==> src/rtl/id_stage_pkg.sv <==
// rtl/id_stage_pkg.sv - shared decode constants for the instruction-decode stage
package id_stage_pkg;

   // Execute-unit command codes carried to EX
   localparam logic [3:0] EXE_NOP = 4'b0000;
   localparam logic [3:0] EXE_MOV = 4'b0001;
   localparam logic [3:0] EXE_ADD = 4'b0010;
   localparam logic [3:0] EXE_ADC = 4'b0011;
   localparam logic [3:0] EXE_SUB = 4'b0100;
   localparam logic [3:0] EXE_SBC = 4'b0101;
   localparam logic [3:0] EXE_AND = 4'b0110;
   localparam logic [3:0] EXE_ORR = 4'b0111;
   localparam logic [3:0] EXE_EOR = 4'b1000;
   localparam logic [3:0] EXE_MVN = 4'b1001;

   // Data-processing opcodes (instruction[24:21])
   typedef enum logic [3:0] {
      OP_AND = 4'b0000,
      OP_EOR = 4'b0001,
      OP_SUB = 4'b0010,
      OP_ADD = 4'b0100,
      OP_ADC = 4'b0101,
      OP_SBC = 4'b0110,
      OP_TST = 4'b1000,
      OP_CMP = 4'b1010,
      OP_ORR = 4'b1100,
      OP_MOV = 4'b1101,
      OP_MVN = 4'b1111
   } opcodeE;

   // Condition field (instruction[31:28])
   typedef enum logic [3:0] {
      COND_EQ = 4'b0000, COND_NE = 4'b0001, COND_CS = 4'b0010, COND_CC = 4'b0011,
      COND_MI = 4'b0100, COND_PL = 4'b0101, COND_VS = 4'b0110, COND_VC = 4'b0111,
      COND_HI = 4'b1000, COND_LS = 4'b1001, COND_GE = 4'b1010, COND_LT = 4'b1011,
      COND_GT = 4'b1100, COND_LE = 4'b1101, COND_AL = 4'b1110, COND_NV = 4'b1111
   } condE;

   // Instruction class (instruction[27:26])
   typedef enum logic [1:0] {
      MODE_ALU    = 2'b00,
      MODE_MEM    = 2'b01,
      MODE_BRANCH = 2'b10,
      MODE_NONE   = 2'b11
   } modeE;

   // Field positions within the instruction word
   localparam int COND_LSB   = 28;
   localparam int MODE_LSB   = 26;
   localparam int IMM_BIT    = 25;
   localparam int OPCODE_LSB = 21;
   localparam int S_BIT      = 20;
   localparam int RN_LSB     = 16;
   localparam int RD_LSB     = 12;
   localparam int SHIFT_LSB  = 0;
   localparam int RM_LSB     = 0;
   localparam int IMM24_LSB  = 0;

   // Bit positions within the {N,Z,C,V} status word
   localparam int STATUS_N = 3;
   localparam int STATUS_Z = 2;
   localparam int STATUS_C = 1;
   localparam int STATUS_V = 0;

endpackage

==> src/rtl/register_file.sv <==
// rtl/register_file.sv - general register file, two async reads with write-through
module register_file #(
   parameter int WIDTH    = 32,
   parameter int NUM_REGS = 15
) (
   input  logic             clk,
   input  logic             rst,
   input  logic [3:0]       src1,
   input  logic [3:0]       src2,
   input  logic [WIDTH-1:0] pc,
   input  logic             wbWbEn,
   input  logic [3:0]       wbDest,
   input  logic [WIDTH-1:0] wbValue,
   output logic [WIDTH-1:0] val1,
   output logic [WIDTH-1:0] val2
);
   import id_stage_pkg::*;

   logic [WIDTH-1:0] regs [NUM_REGS];
   logic             wrHit;

   // Index 15 is the PC alias and never holds state
   assign wrHit = wbWbEn && (int'(wbDest) < NUM_REGS);

   // Read port: PC alias, then same-cycle write-back bypass, then stored value
   function automatic logic [WIDTH-1:0] readPort(input logic [3:0] idx);
      if (int'(idx) >= NUM_REGS)
         return pc;
      else if (wrHit && (wbDest == idx))
         return wbValue;
      else
         return regs[idx];
   endfunction

   // Combinational read ports
   always_comb begin
      val1 = readPort(src1);
      val2 = readPort(src2);
   end

   // Reset seeds r[i] = i; otherwise commit the write-back (reset wins over it)
   always_ff @(posedge clk) begin
      if (rst) begin
         for (int i = 0; i < NUM_REGS; i++)
            regs[i] <= WIDTH'(i);
      end else if (wrHit) begin
         regs[wbDest] <= wbValue;
      end
   end

endmodule

==> src/rtl/id_stage.sv <==
// rtl/id_stage.sv - instruction decode, condition check and ID/EX pipeline register
module id_stage #(
   parameter int WIDTH    = 32,
   parameter int NUM_REGS = 15
) (
   input  logic             clk,
   input  logic             rst,
   input  logic             freeze,
   input  logic             flush,
   input  logic             hazard,
   input  logic [31:0]      instruction,
   input  logic [WIDTH-1:0] PC,
   input  logic [3:0]       status,
   input  logic             wbWbEn,
   input  logic [3:0]       wbDest,
   input  logic [WIDTH-1:0] wbValue,
   output logic [3:0]       src1,
   output logic [3:0]       src2,
   output logic             twoSrc,
   output logic [WIDTH-1:0] exPC,
   output logic [WIDTH-1:0] exValRn,
   output logic [WIDTH-1:0] exValRm,
   output logic             exImm,
   output logic [11:0]      exShiftOperand,
   output logic [23:0]      exSignedImm24,
   output logic [3:0]       exDest,
   output logic [3:0]       exExeCmd,
   output logic             exMemR,
   output logic             exMemW,
   output logic             exWbEn,
   output logic             exB,
   output logic             exS
);
   import id_stage_pkg::*;

   condE        cond;
   modeE        mode;
   opcodeE      opcode;
   logic        iBit;
   logic        sBit;
   logic [3:0]  rn;
   logic [3:0]  rd;
   logic [3:0]  rm;

   assign cond   = condE'(instruction[COND_LSB +: 4]);
   assign mode   = modeE'(instruction[MODE_LSB +: 2]);
   assign opcode = opcodeE'(instruction[OPCODE_LSB +: 4]);
   assign iBit   = instruction[IMM_BIT];
   assign sBit   = instruction[S_BIT];
   assign rn     = instruction[RN_LSB +: 4];
   assign rd     = instruction[RD_LSB +: 4];
   assign rm     = instruction[RM_LSB +: 4];

   logic [3:0] exeCmdDec;
   logic       wbEnDec;
   logic       memRDec;
   logic       memWDec;
   logic       bDec;
   logic       sDec;

   // Control decode by instruction class and opcode, before condition/hazard gating
   always_comb begin
      exeCmdDec = EXE_NOP;
      wbEnDec   = 1'b0;
      memRDec   = 1'b0;
      memWDec   = 1'b0;
      bDec      = 1'b0;
      sDec      = 1'b0;
      case (mode)
         MODE_ALU: begin
            wbEnDec = 1'b1;
            sDec    = sBit;
            case (opcode)
               OP_MOV:  exeCmdDec = EXE_MOV;
               OP_MVN:  exeCmdDec = EXE_MVN;
               OP_ADD:  exeCmdDec = EXE_ADD;
               OP_ADC:  exeCmdDec = EXE_ADC;
               OP_SUB:  exeCmdDec = EXE_SUB;
               OP_SBC:  exeCmdDec = EXE_SBC;
               OP_AND:  exeCmdDec = EXE_AND;
               OP_ORR:  exeCmdDec = EXE_ORR;
               OP_EOR:  exeCmdDec = EXE_EOR;
               OP_CMP: begin
                  exeCmdDec = EXE_SUB;
                  wbEnDec   = 1'b0;
               end
               OP_TST: begin
                  exeCmdDec = EXE_AND;
                  wbEnDec   = 1'b0;
               end
               default: begin
                  wbEnDec = 1'b0;
                  sDec    = 1'b0;
               end
            endcase
         end
         MODE_MEM: begin
            // The S bit doubles as the load/store select for memory ops
            exeCmdDec = EXE_ADD;
            if (sBit) begin
               memRDec = 1'b1;
               wbEnDec = 1'b1;
            end else begin
               memWDec = 1'b1;
            end
         end
         MODE_BRANCH: bDec = 1'b1;
         default: ;
      endcase
   end

   logic condOk;
   logic flagN, flagZ, flagC, flagV;

   assign flagN = status[STATUS_N];
   assign flagZ = status[STATUS_Z];
   assign flagC = status[STATUS_C];
   assign flagV = status[STATUS_V];

   // ARM condition evaluation against the current flags
   always_comb begin
      condOk = 1'b0;
      case (cond)
         COND_EQ: condOk = flagZ;
         COND_NE: condOk = ~flagZ;
         COND_CS: condOk = flagC;
         COND_CC: condOk = ~flagC;
         COND_MI: condOk = flagN;
         COND_PL: condOk = ~flagN;
         COND_VS: condOk = flagV;
         COND_VC: condOk = ~flagV;
         COND_HI: condOk = flagC & ~flagZ;
         COND_LS: condOk = ~flagC | flagZ;
         COND_GE: condOk = (flagN == flagV);
         COND_LT: condOk = (flagN != flagV);
         COND_GT: condOk = ~flagZ & (flagN == flagV);
         COND_LE: condOk = flagZ | (flagN != flagV);
         COND_AL: condOk = 1'b1;
         default: condOk = 1'b0;
      endcase
   end

   // Source selection for the hazard unit; stores read Rd as their data source.
   // Uses the ungated decode so hazard detection never depends on its own result.
   assign src1   = rn;
   assign src2   = memWDec ? rd : rm;
   assign twoSrc = (~iBit & (mode == MODE_ALU)) | memWDec;

   logic [WIDTH-1:0] valRn;
   logic [WIDTH-1:0] valRm;

   register_file #(
      .WIDTH    (WIDTH),
      .NUM_REGS (NUM_REGS)
   ) u_register_file (
      .clk     (clk),
      .rst     (rst),
      .src1    (src1),
      .src2    (src2),
      .pc      (PC),
      .wbWbEn  (wbWbEn),
      .wbDest  (wbDest),
      .wbValue (wbValue),
      .val1    (valRn),
      .val2    (valRm)
   );

   logic ctrlEn;

   // A failed condition or a hazard bubble kills side effects but keeps the data
   assign ctrlEn = condOk & ~hazard;

   // ID/EX register: reset and flush clear, freeze holds, otherwise load
   always_ff @(posedge clk) begin
      if (rst || flush) begin
         exPC           <= '0;
         exValRn        <= '0;
         exValRm        <= '0;
         exImm          <= 1'b0;
         exShiftOperand <= '0;
         exSignedImm24  <= '0;
         exDest         <= '0;
         exExeCmd       <= '0;
         exMemR         <= 1'b0;
         exMemW         <= 1'b0;
         exWbEn         <= 1'b0;
         exB            <= 1'b0;
         exS            <= 1'b0;
      end else if (!freeze) begin
         exPC           <= PC;
         exValRn        <= valRn;
         exValRm        <= valRm;
         exImm          <= iBit;
         exShiftOperand <= instruction[SHIFT_LSB +: 12];
         exSignedImm24  <= instruction[IMM24_LSB +: 24];
         exDest         <= rd;
         exExeCmd       <= exeCmdDec;
         exMemR         <= memRDec & ctrlEn;
         exMemW         <= memWDec & ctrlEn;
         exWbEn         <= wbEnDec & ctrlEn;
         exB            <= bDec & ctrlEn;
         exS            <= sDec & ctrlEn;
      end
   end

endmodule

==> config.mk <==
export PLATFORM = sky130hd
export DESIGN_NAME = id_stage
export DESIGN_NICKNAME = d
export VERILOG_FILES = /design/src/rtl/id_stage_pkg.sv /design/src/rtl/register_file.sv /design/src/rtl/id_stage.sv
export SDC_FILE = /design/constraint.sdc
export NUM_CORES = 1
export LEC_CHECK = 0
export CAP_MARGIN = 20
export CORE_UTILIZATION = 40
export DETAILED_ROUTE_END_ITERATION = 8
export HOLD_SLACK_MARGIN = 0.12
export PLACE_DENSITY = 0.63
export SETUP_SLACK_MARGIN = 0.2
export SLEW_MARGIN = 40
export SYNTH_ARGS = -nofsm -noshare
export SYNTH_HDL_FRONTEND = slang
export SYNTH_HIERARCHICAL = 1
export SYNTH_SLANG_ARGS = --single-unit
==> constraint.sdc <==
create_clock -name clk -period 6 [get_ports clk]
set_clock_uncertainty 0.15 [all_clocks]
set_input_delay 1.2 -clock clk [delete_from_list [all_inputs] [get_ports clk]]
set_output_delay 1.2 -clock clk [all_outputs]
set_load 0.005 [all_outputs]
; Word-level counts from Yosys, hierarchy flattened
; Memory sizes are Yosys's and may differ from the RTL's.
; Cells that the tools add are included.
[totals]
output_inout_bits = 155
in_bits = 110
mem_count = 1
mem_bits_rw = 480
regBits = 146
word_cells = 102
[op_classes]
n_eq_ne = 30
order_cmp = 3
mux = 25
reduce_logical = 12
bitwise_logic = 18
[memory_table]
columns = memory, words, word_bits, rd, rd_ports_with_merged_regs, write_ports, line
row1 = u_register_file.regs, 15, 32, 2, 0, 15, register_file.sv:19  ; logic [WIDTH-1:0] regs [NUM_REGS];
[ops]
columns = cell, count
row1 = two-way mux 32 bit, 5
row2 = equality test 4 bit (second input constant), 12
row3 = one-hot mux 4 bit (9 select lines), 1
row4 = OR reduction 32 bit, 1
row5 = equality test 4 x 3 -> 1 bit (second input constant), 7
row6 = one-hot mux 1 bit (15 select lines), 1
row7 = two-way mux 1 bit, 14
row8 = equality test 4 x 2 -> 1 bit (second input constant), 3
row9 = OR reduction 11 bit, 1
row10 = bitwise AND 1 bit, 9
row11 = OR reduction 9 bit, 1
row12 = equality test 4 x 1 -> 1 bit (second input constant), 2
row13 = equality test 4 bit, 2
row14 = >= comparator 4 bit (second input constant), 2
row15 = zero test 4 bit, 2
row16 = two-way mux 4 bit, 2
row17 = one-hot mux 4 bit (2 select lines), 1
row18 = inverter 1 bit, 6
row19 = < comparator 4 bit (second input constant), 1
row20 = OR reduction 2 bit, 2
row21 = logical AND 1 bit, 3
row22 = bitwise OR 1 bit, 3
row23 = equality test 2 x 1 -> 1 bit (second input constant), 1
row24 = equality test 2 bit (second input constant), 1
row25 = 5 further kinds, 5

; Longest topological paths before layout
[logic_depth]
depth_word = 7
depth_mapped = 14
mapped_depth_nobuf = 10

; Modules after synthesis
; Netlist, hierarchy kept.
[modules_own_cells]
columns = mod, seq_area_each_um2, cells_each, instances, area_per_inst_um2
row1 = register_file, 15374.7, 2101, 1, 28526.1
row2 = id_stage, 2602.5, 511, 1, 5092.4

; Worst setup path before layout
; OpenSTA, ideal clock, no wires.
[synth_timing]
path_kind = input port to flip-flop
from = input port instruction[27]
to = register exValRm[14]
stages = 13
required_time_ps = 5722
arrival_time_ps = 3331
setup_ps = 128
path_buffers = 3
setup_slack_ps = 2391
path_cell_list = nand2b_1 -> nor2_1 -> mux2_2 -> buf_4 -> xnor2_1 -> nand2_1 -> or3_1 -> clkbuf_1 -> buf_2 -> o22ai_1 -> a21oi_1 -> mux2i_1 -> nor2_1
[synth_between]
elab_chain_cells = 7
elab_cells_between_ends = 9
cone_classes = 1 x order compare / 2 x eq/ne / 4 x mux / 1 x reduce/logical / 1 x memory
[synth_lines]
columns = item, line
row1 = "start, declared", id_stage.sv:11  ; input logic [31:0] instruction,
row2 = equality test 2 x 1 -> 1 bit *, id_stage.sv:69  ; case (mode)
row3 = two-way mux 1 bit *, id_stage.sv:69
row4 = two-way mux 4 bit *, id_stage.sv:146  ; assign src2 = memWDec ? rd : rm;
row5 = net src2[0], id_stage.sv:18  ; output logic [3:0] src2,
row6 = branches (longest 3 deep; another with memory (15 x 32 bit)), n/a
row7 = two-way mux 32 bit *, register_file.sv:27  ; if (int'(idx) >= NUM_REGS)
row8 = net valRm[14], id_stage.sv:150  ; logic [WIDTH-1:0] valRm;
row9 = "end signal, assigned", id_stage.sv:192  ; exValRm <= valRm;
row10 = "end, declared", id_stage.sv:22  ; output logic [WIDTH-1:0] exValRm,
; Mark *: on every way through the listed nets, which the timed path passes.
; A chain may end at the register's enable or synchronous reset.

; Final worst setup path
[layout_timing]
from = input port instruction[27]
to = output port src2[1]
[layout_between]
elab_chain_cells = 3
[layout_lines]
columns = item, line
row1 = equality test 2 x 1 -> 1 bit, id_stage.sv:69
row2 = two-way mux 1 bit, id_stage.sv:69
row3 = two-way mux 4 bit, id_stage.sv:146
row4 = "end, declared", id_stage.sv:18
; Every way passes these cells.

==> flow_metrics.env <==
export IMPL_status="completed"
export IMPL_ys_seq_elements=642
export IMPL_synth_cells=2612
export IMPL_maxCapViolations=0
export IMPL_pin_count=265
export IMPL_globalplace_congestion=0.843
export IMPL_ys_seq_area_frac=0.535
export IMPL_crit_type="input pin to primary output"
export IMPL_async_reset_ff_frac=0
export IMPL_critPathMaxStageDelay_ns=0.65
export IMPL_setup_viol=0
export IMPL_path_cells="clkdlybuf4s50_1, nand2b_1, nor2_1, mux2_8, clkdlybuf4s50_1"
export IMPL_required_ns=4.65
export IMPL_max_slew_margin=0.405
export IMPL_cp_arrival_ns=3.66
export IMPL_drt_total_wl_mm=109
export IMPL_die_area_sq_um=85200
export IMPL_vdd_ir_drop_max_uv=174
export IMPL_avgSynthCellArea_sq_um=12.9
export IMPL_ant_nets=0
export IMPL_synth_ff_type="edfxtp_1"
export IMPL_cts_clk_slew_worst_paths_ns=0.06
export IMPL_clk_path_buf_depth=3
export IMPL_design_area_sq_um=39600
export IMPL_wl_per_cell_microns=27.9
export IMPL_synth_edf_count=512
export IMPL_cts_made_buffers=72
export IMPL_critPathBufInv=2
export IMPL_synth_cell_types=50
export IMPL_grt_pass1_wl_mm=159
export IMPL_hp_class="flip-flop to flip-flop"
export IMPL_crit_top_cell="clkdlybuf4s50_1"
export IMPL_worstMarginPinSlew_ns=0.893
export IMPL_vias=23500
export IMPL_p_per_area_nw_per_um2=289
export IMPL_core_area_sq_um=82600
export IMPL_place_area_sq_um=37100
export IMPL_dieWidth_microns=292
export IMPL_cts_tree="yes"
export IMPL_grt_pass1_vias=23800
export IMPL_critPathTopFamily="buffers and inverters"
export IMPL_fill_cells=7130
export IMPL_hold_violations=0
export IMPL_antenna_found_initial=8
export IMPL_drive_above_1_share=0.196
export IMPL_drv_slew=0
export IMPL_dp_cells=3781
export IMPL_start_util=0.407
export IMPL_startpoint_type="input pin"
export IMPL_area_growth_pct=17.8
export IMPL_die_h_microns=292
export IMPL_fmax_ghz=0.200
export IMPL_first_pass_iters=5
export IMPL_cts_root_buf="clkbuf_16"
export IMPL_clkSinkCount=642
export IMPL_fin_setup_tns_ns=0
export IMPL_post_cts_buffers=0
export IMPL_grt_overflow_total=0
export IMPL_port_buffers=264
export IMPL_hpwl_mm=66.2
export IMPL_crit_fanout=42
export IMPL_post_route_period_util=0.835
export IMPL_layout_min_cycle_time_ns=5.01
export IMPL_hold_buffers=0
export IMPL_rsz0062_at_grt="no"
export IMPL_nets=2895
export IMPL_syn_area_sq_um=33600
export IMPL_final_cell_count_no_fill=3916
export IMPL_clock_latency_ns=0.63
export IMPL_ff2ff_setup_slack_ns=3.79
export IMPL_multi_input_area_sq_um=14400
export IMPL_post_drt_via_cell_ratio=6.00
export IMPL_grt_max_degree=79
export IMPL_crit_slowest_cell="clkdlybuf4s50_1"
export IMPL_dr_first_iter_drc_count=2571
export IMPL_leakagePower_nw=13.8
export IMPL_cts_resized=0
export IMPL_gr_usage_all_layers=0.253
export IMPL_ys_warn_count=6
export IMPL_cts_max_level=3
export IMPL_seqCellArea_sq_um=18000
export IMPL_drc=0
export IMPL_placementRows=105
export IMPL_worst_setup_path_end_kind="primary output"
[worst reg2reg max path, cell delays in order, from the launching register on]
cell and delay, ns:
edfxtp_1 0.38, mux4_2 0.48, o22ai_1 0.16, nor3_1 0.06, nor3_1 0.42, a21oi_1 0.22
mux2i_1 0.16, nor2_1 0.05
[sequential cells by signal, summed over array words and instances (netlist names)]
name,cells
exB,1
exExeCmd,4
exImm,1
exMemR,1
exMemW,1
exPC,32
exS,1
exShiftOperand,11
exSignedImm24,13
exValRm,32
exValRn,32
exWbEn,1
u_register_file/regs,512
[per-stage QoR]
stage	total power [mW]	utilization	hold WS, ns	setup slack, ns
after global routing	11.8	0.479	0.334	0.685
after global placement	6.72	0.448	0.304	0.618
after floorplan	6.18	-	0.308	2.39
final	11.4	0.479	0.317	0.988
after CTS	11.5	0.479	0.319	0.931
after detailed placement	6.77	0.448	0.310	0.584
[cell type report]
class | count | area share
clock inverters | 28 | 0.0105
multi-input cells | 1723 | 0.364
clock buffers | 103 | 0.0536
well taps | 1070 | 0.0338
inverters | 4 | 0.000379
flip-flops and latches | 642 | 0.454
repair buffers | 342 | 0.0834
diodes | 4 | 0.000253
[cells by family after synthesis]
kind of cell,synth area share
other,0.000112
AO/OA/AOI/OAI,0.0537
flip-flops,0.535
XOR/XNOR,0.00313
multiplexers,0.209
AND/OR/NAND/NOR,0.156
buffers and inverters,0.0425
[path summary, 6_finish.rpt]
kind / from / to / cells past startpoint
max: instruction[27] / src2[1] / 5
min: exSignedImm24[20] / exSignedImm24[20] / 2
max reg2reg: u_register_file/regs[6][26] / exValRn[26] / 7
min reg2reg: exSignedImm24[20] / exSignedImm24[20] / 2
[cells in the mapped netlist (all sizes together), types with 16 or more instances]
cell | number | area, sq um
a21oi | 67 | 335
a211oi | 62 | 470
or3 | 28 | 175
mux2 | 125 | 1410
mux2i | 122 | 1220
buf | 150 | 942
edfxtp | 512 | 15400
and2 | 452 | 2830
nor2b | 68 | 425
or2 | 16 | 100
nand2 | 79 | 302
clkbuf | 124 | 472
dfxtp | 130 | 2600
o22ai | 124 | 776
nor2 | 149 | 567
nor3 | 129 | 662
mux4 | 196 | 4410
[where the power goes]
group	switching [mW]	leakage (nW)	total [mW]	internal [mW]
logic	0.821	6.58	1.52	0.697
registers	0.129	5.96	5.18	5.05
clock network	1.84	1.24	4.74	2.90
total	2.79	13.8	11.4	8.65
[layout by cell type, fill, tap and decap left out, types with 16 or more instances in the layout]
master,count
a211oi_1,61
a21oi_1,67
and2_1,452
buf_4,73
clkbuf_1,16
clkbuf_16,77
clkdlybuf4s50_1,259
conb_1,32
dfxtp_1,130
edfxtp_1,512
mux2_2,122
mux2i_1,122
mux4_2,196
nand2_1,77
nor2_1,136
nor2b_1,68
nor3_1,122
o22ai_1,124
or3_1,27
[layer usage]
layer,vias to the layer above,track usage,share of wire
met4,8,0.0878,0.031
met1,11900,0.328,0.40
met3,225,0.0516,0.092
met2,1276,0.420,0.48
met5,-,0,0.00047
li1,10000,-,-
(Power assumes the default switching activity.)
